===== src/rtl/addsub_arbiter_pkg.sv =====
// Shared types and widths for the two-requester add/sub arbiter.
// Holds the FSM state encoding plus the data and settle-counter widths.
package addsub_arbiter_pkg;

   localparam int DATA_W = 32;
   localparam int CNT_W  = 4;

   typedef enum logic [1:0] {
      IDLE = 2'd0,
      WAIT = 2'd1,
      RESP = 2'd2
   } state_t;

endpackage


===== src/rtl/rr_pick2.sv =====
// Two-way round-robin picker: a lone valid wins, a tie goes to the
// requester that was not granted last time.
module rr_pick2 (
   input  logic valid0,
   input  logic valid1,
   input  logic last_grant,
   output logic grant_valid,
   output logic grant_id
);

   always_comb begin
      grant_valid = valid0 | valid1;
      grant_id    = (valid0 & valid1) ? ~last_grant : valid1;
   end

endmodule


===== src/rtl/addsub_arbiter.sv =====
// Arbitrates two requesters onto one external 32-bit add/sub unit, holds its
// operands for SETTLE_CYCLES, then returns the result. Optional rsp_ovf: ADDSUB_OVF_FLAG_EN.
module addsub_arbiter
   import addsub_arbiter_pkg::*;
#(
   parameter int SETTLE_CYCLES = 2
) (
   input  logic              clk,
   input  logic              rst_n,
   input  logic              req0_valid,
   output logic              req0_ready,
   input  logic [DATA_W-1:0] req0_a,
   input  logic [DATA_W-1:0] req0_b,
   input  logic              req0_sub,
   input  logic              req1_valid,
   output logic              req1_ready,
   input  logic [DATA_W-1:0] req1_a,
   input  logic [DATA_W-1:0] req1_b,
   input  logic              req1_sub,
   output logic [DATA_W-1:0] add_in1,
   output logic [DATA_W-1:0] add_in2,
   output logic              add_as,
   input  logic [DATA_W-1:0] add_out,
   input  logic              add_cout,
   output logic              rsp_valid,
   input  logic              rsp_ready,
   output logic              rsp_id,
   output logic [DATA_W-1:0] rsp_data,
   output logic              rsp_cout
`ifdef ADDSUB_OVF_FLAG_EN
   ,
   output logic              rsp_ovf
`endif
);

   localparam logic [CNT_W-1:0] SETTLE_LOAD = CNT_W'(SETTLE_CYCLES);

   state_t            state;
   state_t            state_nxt;
   logic [CNT_W-1:0]  cnt;
   logic              last_grant;
   logic              grant_valid;
   logic              grant_id;
   logic              accept;
   logic [DATA_W-1:0] op_a;
   logic [DATA_W-1:0] op_b;
   logic              op_sub;
   logic              op_id;
   logic [DATA_W-1:0] res_data;
   logic              res_cout;

   rr_pick2 u_pick (
      .valid0      (req0_valid),
      .valid1      (req1_valid),
      .last_grant  (last_grant),
      .grant_valid (grant_valid),
      .grant_id    (grant_id)
   );

   assign accept = (req0_valid & req0_ready) | (req1_valid & req1_ready);

   // NOTE: sequential state uses <= so every flop samples pre-edge values.
   always_ff @(posedge clk) begin
      if (!rst_n) state <= IDLE;
      else        state <= state_nxt;
   end

   // NOTE: default assignment first so no path through the case infers a latch.
   always_comb begin
      state_nxt = state;
      case (state)
         IDLE:    if (accept)                 state_nxt = WAIT;
         WAIT:    if (cnt == CNT_W'(1))       state_nxt = RESP;
         RESP:    if (rsp_ready)              state_nxt = IDLE;
         default:                             state_nxt = IDLE;
      endcase
   end

   // Handshake outputs are gated by rst_n so they read 0 while reset is held.
   always_comb begin
      req0_ready = 1'b0;
      req1_ready = 1'b0;
      rsp_valid  = 1'b0;
      if (rst_n) begin
         case (state)
            IDLE: begin
               req0_ready = grant_valid & ~grant_id;
               req1_ready = grant_valid &  grant_id;
            end
            RESP:    rsp_valid = 1'b1;
            default: ;
         endcase
      end
   end

   always_ff @(posedge clk) begin
      if (!rst_n) begin
         cnt        <= '0;
         last_grant <= 1'b1;
         op_a       <= '0;
         op_b       <= '0;
         op_sub     <= 1'b0;
         op_id      <= 1'b0;
         res_data   <= '0;
         res_cout   <= 1'b0;
      end else if (accept) begin
         op_id      <= grant_id;
         last_grant <= grant_id;
         op_a       <= grant_id ? req1_a   : req0_a;
         op_b       <= grant_id ? req1_b   : req0_b;
         op_sub     <= grant_id ? req1_sub : req0_sub;
         cnt        <= SETTLE_LOAD;
      end else if (state == WAIT) begin
         cnt <= cnt - CNT_W'(1);
         if (cnt == CNT_W'(1)) begin
            res_data <= add_out;
            res_cout <= add_cout;
         end
      end
   end

`ifdef ADDSUB_OVF_FLAG_EN
   logic [DATA_W-1:0] b_eff;
   logic              res_ovf;

   // Signed overflow seen through the operand the unit actually adds.
   assign b_eff = op_b ^ {DATA_W{op_sub}};

   always_ff @(posedge clk) begin
      if (!rst_n)
         res_ovf <= 1'b0;
      else if (!accept && state == WAIT && cnt == CNT_W'(1))
         res_ovf <= (op_a[DATA_W-1] == b_eff[DATA_W-1]) &&
                    (add_out[DATA_W-1] != op_a[DATA_W-1]);
   end

   assign rsp_ovf = res_ovf;
`endif

   assign add_in1  = op_a;
   assign add_in2  = op_b;
   assign add_as   = op_sub;
   assign rsp_id   = op_id;
   assign rsp_data = res_data;
   assign rsp_cout = res_cout;

endmodule


===== config.mk =====
export PLATFORM = sky130hd
export DESIGN_NAME = addsub_arbiter
export DESIGN_NICKNAME = d
export VERILOG_FILES = /design/src/rtl/addsub_arbiter_pkg.sv /design/src/rtl/rr_pick2.sv /design/src/rtl/addsub_arbiter.sv
export SDC_FILE = /design/constraint.sdc
export NUM_CORES = 1
export LEC_CHECK = 0
export CORE_UTILIZATION = 41
export DETAILED_ROUTE_END_ITERATION = 10
export GPL_ROUTABILITY_DRIVEN = 0
export PLACE_DENSITY = 0.86
export SYNTH_ARGS = -nofsm -noshare
export SYNTH_HDL_FRONTEND = slang
export SYNTH_SLANG_ARGS = --single-unit

===== constraint.sdc =====
create_clock -name clk -period 3.9 [get_ports clk]
set_input_delay 0.78 -clock clk [delete_from_list [all_inputs] [get_ports clk]]
set_output_delay 0.78 -clock clk [all_outputs]
set_load 0.005 [all_outputs]

==> impl_metrics.tcl, run 1 <==
set metrics [dict create \
    synthArstFlopShare_pct 0 \
    max-cap-violations 0 \
    synth.area.top_cells "dfxtp_1 (46%), a311oi_1 (11%), nand2_1 (11%)" \
    crit_type "in -> out" \
    ys_types 38 \
    cts_buffers 9 \
    drt-initial-drc-count 394 \
    dp_cells 925 \
    clockBufferDepth 2 \
    yosys.area.top_type "dfxtp_1" \
    nNetsFinal 966 \
    status "finished, final reports clean" \
    port-buffer-count 269 \
    final_util_pct 69.7 \
    relSlewSlack_pct 15.4 \
    pre_cts_ws_ns 0.786 \
    final_max_slew_viol_count 0 \
    rsz0062_at_grt "false" \
    grt_max_degree 105 \
    synth_top_cell_area_share_pct 45.8 \
    syn_area_per_cell_sq_um 8.12 \
    fin_ws_ns 0.772 \
    hpwl_um 10800 \
    fillers 848 \
    path_cells "clkdlybuf4s50_1 > nor3b_4 > and3_1 > clkdlybuf4s50_1" \
    timing.final.hold_violations 0 \
    coreArea_sq_um 10900 \
    via_per_inst 5.52 \
    grt.overflow.total 0 \
    ys_seq_area_share_pct 45.8 \
    grt_pass1_vias 4962 \
    p_leak_nw 2.69 \
    rows 38 \
    tightest_slew_ns 1.27 \
    cpPeakStageDelay_ns 0.58 \
    tns_ns 0 \
    finalCritPeriodShare_pct 80.2 \
    cts_htree_levels 3 \
    cts-root-buf "clkbuf_16" \
    start_kind "input port" \
    netlist_instances 571 \
    finalSetupViolCount 0 \
    crit_required_ns 3.12 \
    grt_antenna_before_repair 0 \
    yosysWarnings 0 \
    vias 5192 \
    clk_latency_ns 0.34 \
    clk_pin_slew_ns 0.07 \
    yosysMostFrequentCell "nand2_1" \
    synth_edf_count 0 \
    boundaryPins 270 \
    synthTopCellsByCount "nand2_1 (133), dfxtp_1 (106), a21oi_1 (99)" \
    cts-hold-fix-buffers 0 \
    dr.pass1.iters 5 \
    vdd_drop_max_mv 0.208 \
    cp-end-kind "output pin" \
    drc_errors 0 \
    dieArea_sq_um 11700 \
    finalPower_w 0.00277 \
    grt_usage_pct 25.8 \
    ys_seq_elements 106 \
    hold_path.class "reg -> reg" \
    crit_path_frequent_cell "clkdlybuf4s50_1" \
    max_freq_mhz 320 \
    cts_resized 0 \
    finalClockSkew_ns 0.00488 \
    synthFlopType "dfxtp_1" \
    finalWirelength_um 15600 \
    start_util_pct 42.4 \
    arrival_ns 2.35 \
    cts_sinks 106 \
    wl_per_cell_um 16.6 \
    die_w_um 108 \
    period_minus_slack_ns 3.13 \
    die_h_um 108 \
    drive_above_1_share_pct 4.87 \
    area_delta_synth_final_pct 64.4 \
    slowest_stage "clkdlybuf4s50_1" \
    postCtsSetupBuffers 0 \
    finalNonFillerCells 941 \
    pwr_density_cell_nw_per_um2 364 \
    postRouteAntennaNets 0 \
    n_antenna_cell 0 \
    netlist_area_sq_um 4640 \
    grt_pass1_wl_um 23900 \
    path_max_fanout 4 \
    synthesis.nets 741 \
    cts_tree "built" \
]
## worst max-delay path, delay by kind of cell
kind	cells	cell delay [ns]
buf+inv	2	1.10
simple gates	2	0.46
## stage by stage
step | hold slack (ns) | instance area (sq um)
3_5_place_dp | 0.467 | 7320
3_3_place_gp | 0.460 | 7320
4_1_cts | 0.477 | 7620
6_report | 0.477 | 7620
2_1_floorplan | 0.470 | 4640
5_1_grt | 0.499 | 7620
## power breakdown
group | switching [W] | internal, W | leakage [nW] | total, W
registers | 0.0000515 | 0.00116 | 0.869 | 0.00121
clock network | 0.000371 | 0.000533 | 0.147 | 0.000904
logic | 0.000286 | 0.000371 | 1.68 | 0.000658
## state kept, by name, indices dropped and copies added (netlist names)
name        flops
add_in2        32
add_as          1
state           2
rsp_cout        1
cnt             4
add_in1        32
last_grant      1
rsp_id          1
rsp_data       32
## layout by cell type (no fill, tap or decap), types with 3 or more instances in the layout
cell,n
dfxtp_1,106
a21oi_1,99
a311oi_2,6
buf_4,7
nor2_1,3
o21ai_0,30
clkdlybuf4s50_1,269
nand3_1,33
a311oi_1,59
nor3_1,4
o21ai_1,3
clkbuf_1,3
clkbuf_16,9
nand2_1,133
## path summary, 6_finish.rpt
check	startpoint	end	slack [ns]	cells past startpoint
setup reg to reg	cnt[0]$_SDFFE_PP0P_	rsp_data[31]$_SDFFE_PN0P_	1.68	4
hold reg to reg	rsp_data[23]$_SDFFE_PN0P_	rsp_data[23]$_SDFFE_PN0P_	0.48	2
setup / recovery	rst_n	req0_ready	0.77	4
hold / removal	rsp_data[23]$_SDFFE_PN0P_	rsp_data[23]$_SDFFE_PN0P_	0.48	2
## kinds of logic after synthesis
group | after synthesis | share of synthesized area, %
multiplexers | 1 | 0.216
buffers and inverters | 67 | 6.61
flip-flops | 106 | 45.8
XOR/XNOR | 2 | 0.378
AO/OA/AOI/OAI | 205 | 28.8
AND/OR/NAND/NOR | 188 | 17.6
adder cells (fa/ha/maj) | 2 | 0.540
## metal layers
layer	wire, um	part of all wire (%)	track usage [%]	vias to the layer above
met3	1220	7.8	5.36	43
met1	6030	39	29.2	2394
met5	0	0	0	-
li1	-	-	-	2505
met2	7760	50	45.5	250
met4	628	4.0	13.6	0
## final cells by class
cell class	count	area (sq um)	share of cell area [%]
clock buffer	14	264	3.46
clock inverter	2	35.0	0.460
inverter	3	12.5	0.164
multi-input combinational	398	2230	29.2
sequential	106	2120	27.8
tap	140	175	2.30
timing repair buffer	278	2790	36.5
Note: power is estimated with default switching activity, not from simulation.
==> run 2, diff against run 1 <==
CORE_UTILIZATION = 38   (was 41)
PLACE_DENSITY = 0.81   (was 0.86)
clock period = 3 ns   (was 3.9 ns; I/O delays follow)
==> impl_metrics.tcl, run 2 (same netlist as run 1, synthesis figures left out) <==
set metrics [dict create \
    pwr_density_cell_nw_per_um2 467 \
    cpLargestDelayFamily "buffers and inverters" \
    finalNonFillerCells 947 \
    clk_pin_slew_ns 0.06 \
    finalClockSkew_ns 0.00951 \
    fillers 938 \
    cts_tree "built" \
    vias 5230 \
    tightest_slew_ns 1.14 \
    drt-initial-drc-count 467 \
    postRouteAntennaNets 0 \
    p_leak_nw 2.70 \
    cts_resized 0 \
    grt_pass1_wl_um 25100 \
    path_max_fanout 5 \
    slowest_stage "clkdlybuf4s50_1" \
    finalSetupViolCount 0 \
    drive_above_1_share_pct 5.60 \
    boundaryPins 270 \
    start_util_pct 39.8 \
    grt_use_met1_pct 27.1 \
    start_kind "input port" \
    cts-hold-fix-buffers 0 \
    finalWirelength_um 15900 \
    p_int_w 0.00264 \
    dieArea_sq_um 12600 \
    cts_sinks 106 \
    final_max_slew_viol_count 0 \
    final_util_pct 65.7 \
    max-cap-violations 0 \
    rows 39 \
    switching_power_w 0.000943 \
    grt_usage_pct 24.8 \
    postCtsSetupBuffers 0 \
    use_met3_pct 7.72 \
    comb_power_share_pct 24.3 \
    layout_common_cells "clkdlybuf4s50_1 (269), nand2_1 (133), dfxtp_1 (106)" \
    grt_antenna_before_repair 0 \
    violations "DRC" \
    area_delta_synth_final_pct 65.2 \
    final_common_cell "clkdlybuf4s50_1" \
    vdd_drop_max_mv 0.240 \
    timing.final.hold_violations 0 \
    grt.overflow.total 0 \
    hold_path.class "reg -> reg" \
    port-buffer-count 269 \
    grt_max_degree 105 \
    met2_usage_pct 44.5 \
    drc_errors 1 \
    dr.pass1.iters 8 \
    rsz0062_at_grt "false" \
    crit_path_frequent_cell "clkdlybuf4s50_1" \
    arrival_ns 2.09 \
    cts_buffers 9 \
    via_per_inst 5.52 \
    power.share.clock_pct 31.8 \
    coreArea_sq_um 11700 \
    switching_share_pct 26.3 \
    seqPwrFrac_pct 43.9 \
    fin_worst_hold_slack_ns 0.476 \
    crit_type "in -> out" \
    cts-root-buf "clkbuf_16" \
    relSlewSlack_pct 24.3 \
    path_cells "clkdlybuf4s50_1 > nor3b_4 > and3_1 > clkdlybuf4s50_1" \
    cts_htree_levels 3 \
    grt_busiest_layer "met2" \
    dp_cells 933 \
    nNetsFinal 971 \
    wl_per_cell_um 16.8 \
    period_minus_slack_ns 2.69 \
    status "finished with violations" \
    crit_required_ns 2.40 \
    cpPeakStageDelay_ns 0.52 \
    clk_latency_ns 0.34 \
    hpwl_um 11100 \
    die_h_um 112 \
    worst-path-buf-inv 2 \
    grt_pass1_vias 5140 \
    n_antenna_cell 0 \
    cp-end-kind "output pin" \
    die_w_um 112 \
    clockBufferDepth 2 \
    max_freq_mhz 371 \
    tns_ns 0 \
    finalCritPeriodShare_pct 89.8 \
]
run 2: changes by cell type in the layout (fill, tap and decap cells not counted), sizes merged:
cell,previous run,this run
clkbuf,14,9
buf,9,14
clkinvlp,0,3
run 2: layout make-up:
class	instances	area, sq um	share of cell area, %
timing repair buffer	283	2840	37.0
clock buffer	9	225	2.94
sequential	106	2120	27.7
multi-input combinational	398	2230	29.1
clock inverter	5	57.6	0.751
tap	143	179	2.34
inverter	3	12.5	0.163
run 2: stage by stage:
step                area [sq um]  setup slack, ns  power, W
floorplan                   4640             1.09   0.00196
global placement            7380            0.300   0.00245
detailed placement          7380            0.339   0.00247
CTS                         7660            0.309   0.00361
global route                7660            0.253   0.00375
finish                      7660            0.307   0.00358
run 2: worst paths after layout:
kind | startpoint | end | slack (ns) | depth (start not counted)
max reg2reg | cnt[0]$_SDFFE_PP0P_ | rsp_data[18]$_SDFFE_PN0P_ | 1.10 | 4
min | rsp_data[0]$_SDFFE_PN0P_ | rsp_data[0]$_SDFFE_PN0P_ | 0.48 | 2
min reg2reg | rsp_data[0]$_SDFFE_PN0P_ | rsp_data[0]$_SDFFE_PN0P_ | 0.48 | 2
max | rst_n | req0_ready | 0.31 | 4
run 2: power by group through the flow:
stage / Clock [W] / Sequential [W] / Combinational [W]
2_1_floorplan: 0 / 0.00160 / 0.000366
3_3_place_gp: 0 / 0.00160 / 0.000856
3_5_place_dp: 0 / 0.00160 / 0.000870
4_1_cts: 0.00116 / 0.00157 / 0.000874
5_1_grt: 0.00122 / 0.00158 / 0.000946
6_report: 0.00114 / 0.00157 / 0.000870
run 2: metal layers:
metal | wire length [um] | part of all wire, % | vias to the layer above
met5 | 0 | 0 | -
met1 | 6170 | 39 | 2438
met4 | 433 | 2.7 | 0
met3 | 1450 | 9.1 | 29
li1 | - | - | 2509
met2 | 7850 | 49 | 254
run 2: worst register-to-register path, stage by stage, from the launching register on:
cell     delay, ns
dfxtp_1       0.42
ha_1          0.19
or3b_2        0.72
o21ai_0       0.28
a21oi_1       0.11
==> run 3, diff against run 2 <==
MAX_ROUTING_LAYER = met4   (was unset)
==> impl_metrics.tcl, run 3 (same netlist as run 1, synthesis figures left out) <==
set metrics [dict create \
    dr.pass1.iters 8 \
    drt-initial-drc-count 450 \
    max_freq_mhz 371 \
    wl_met1_um 6160 \
    wl_met3_um 1390 \
    violations "DRC" \
    drive_above_1_share_pct 5.60 \
    dp_cells 933 \
    nNetsFinal 971 \
    boundaryPins 270 \
    comb_power_share_pct 24.3 \
    timing.final.hold_violations 0 \
    vias 5207 \
    finalSetupViolCount 0 \
    grt_pass1_wl_um 25100 \
    power.share.clock_pct 31.7 \
    crit_type "in -> out" \
    switching_power_w 0.000939 \
    period_minus_slack_ns 2.70 \
    cts_htree_levels 3 \
    finalWirelength_um 15900 \
    cts-hold-fix-buffers 0 \
    postCtsSetupBuffers 0 \
    cts_buffers 9 \
    die_h_um 112 \
    drc_errors 1 \
    cts_tree "built" \
    postRouteAntennaNets 0 \
    via_per_inst 5.50 \
    rsz0062_at_grt "false" \
    route.top_layer_used "met4" \
    routed-wl-met2_um 8020 \
    cts_sinks 106 \
    p_int_w 0.00264 \
    grt_pass1_vias 5174 \
    status "finished with violations" \
    tns_ns 0 \
    grt_antenna_before_repair 0 \
    cts_resized 0 \
    wl_per_cell_um 16.8 \
    final_common_cell "clkdlybuf4s50_1" \
    finalClockSkew_ns 0.0101 \
    port-buffer-count 269 \
    area_delta_synth_final_pct 65.2 \
    clockBufferDepth 2 \
    cp-end-kind "output pin" \
    pwr_density_cell_nw_per_um2 467 \
    clk_pin_slew_ns 0.06 \
    hpwl_um 11100 \
    final_max_slew_viol_count 0 \
    rows 39 \
    grt.overflow.total 0 \
    crit_required_ns 2.40 \
    start_kind "input port" \
    grt_usage_pct 25.6 \
    arrival_ns 2.10 \
    switching_share_pct 26.3 \
    finalCritPeriodShare_pct 89.9 \
    relSlewSlack_pct 24.1 \
    grt_max_degree 105 \
    cts-root-buf "clkbuf_16" \
    tightest_slew_ns 1.14 \
    die_w_um 112 \
    seqPwrFrac_pct 44.0 \
    dieArea_sq_um 12600 \
    clk_latency_ns 0.34 \
    n_antenna_cell 0 \
    start_util_pct 39.8 \
    finalNonFillerCells 947 \
    path_max_fanout 5 \
    coreArea_sq_um 11700 \
    hold_path.class "reg -> reg" \
    p_leak_nw 2.70 \
    max-cap-violations 0 \
    vdd_drop_max_mv 0.240 \
    layout_common_cells "clkdlybuf4s50_1 (269), nand2_1 (133), dfxtp_1 (106)" \
]
[run 3: layout make-up]
class,count,area (sq um)
clock buffer,9,225
inverter,3,12.5
multi-input combinational,398,2230
timing repair buffer,283,2840
fill,938,4000
sequential,106,2120
clock inverter,5,57.6
tap,143,179
[run 3: metrics by stage]
step / instance area, sq um / hold WS, ns / utilization [%] / total power, W / worst slack (ns)
2_1_floorplan: 4640 / 0.470 / - / 0.00196 / 1.09
3_3_place_gp: 7380 / 0.460 / 63.3 / 0.00245 / 0.300
3_5_place_dp: 7380 / 0.465 / 63.3 / 0.00247 / 0.339
4_1_cts: 7660 / 0.474 / 65.7 / 0.00361 / 0.309
5_1_grt: 7660 / 0.499 / 65.7 / 0.00375 / 0.253
6_report: 7660 / 0.477 / 65.7 / 0.00358 / 0.304
[run 3: worst max-delay path, cell delays in order]
cell             delay [ns]
clkdlybuf4s50_1        0.50
nor3b_4                0.26
and3_1                 0.21
clkdlybuf4s50_1        0.52
[run 3: path summary, 6_finish.rpt]
path,startpoint,end,slack (ns),cells past startpoint
setup / recovery,rst_n,req0_ready,0.30,4
hold / removal,rsp_data[0]$_SDFFE_PN0P_,rsp_data[0]$_SDFFE_PN0P_,0.48,2
setup reg to reg,cnt[0]$_SDFFE_PP0P_,rsp_data[9]$_SDFFE_PN0P_,1.09,4
hold reg to reg,rsp_data[0]$_SDFFE_PN0P_,rsp_data[0]$_SDFFE_PN0P_,0.48,2
[run 3: power by group through the flow]
stage | Combinational (W) | Sequential, W | Clock, W
global route | 0.000946 | 0.00158 | 0.00122
floorplan | 0.000366 | 0.00160 | 0
finish | 0.000870 | 0.00157 | 0.00113
detailed placement | 0.000870 | 0.00160 | 0
CTS | 0.000874 | 0.00157 | 0.00116
global placement | 0.000856 | 0.00160 | 0
[run 3: routing by layer]
metal / vias up / global-route usage, %
met5: - / -
met4: 0 / 10.5
met3: 25 / 6.70
met2: 245 / 44.5
met1: 2430 / 27.8
li1: 2507 / -
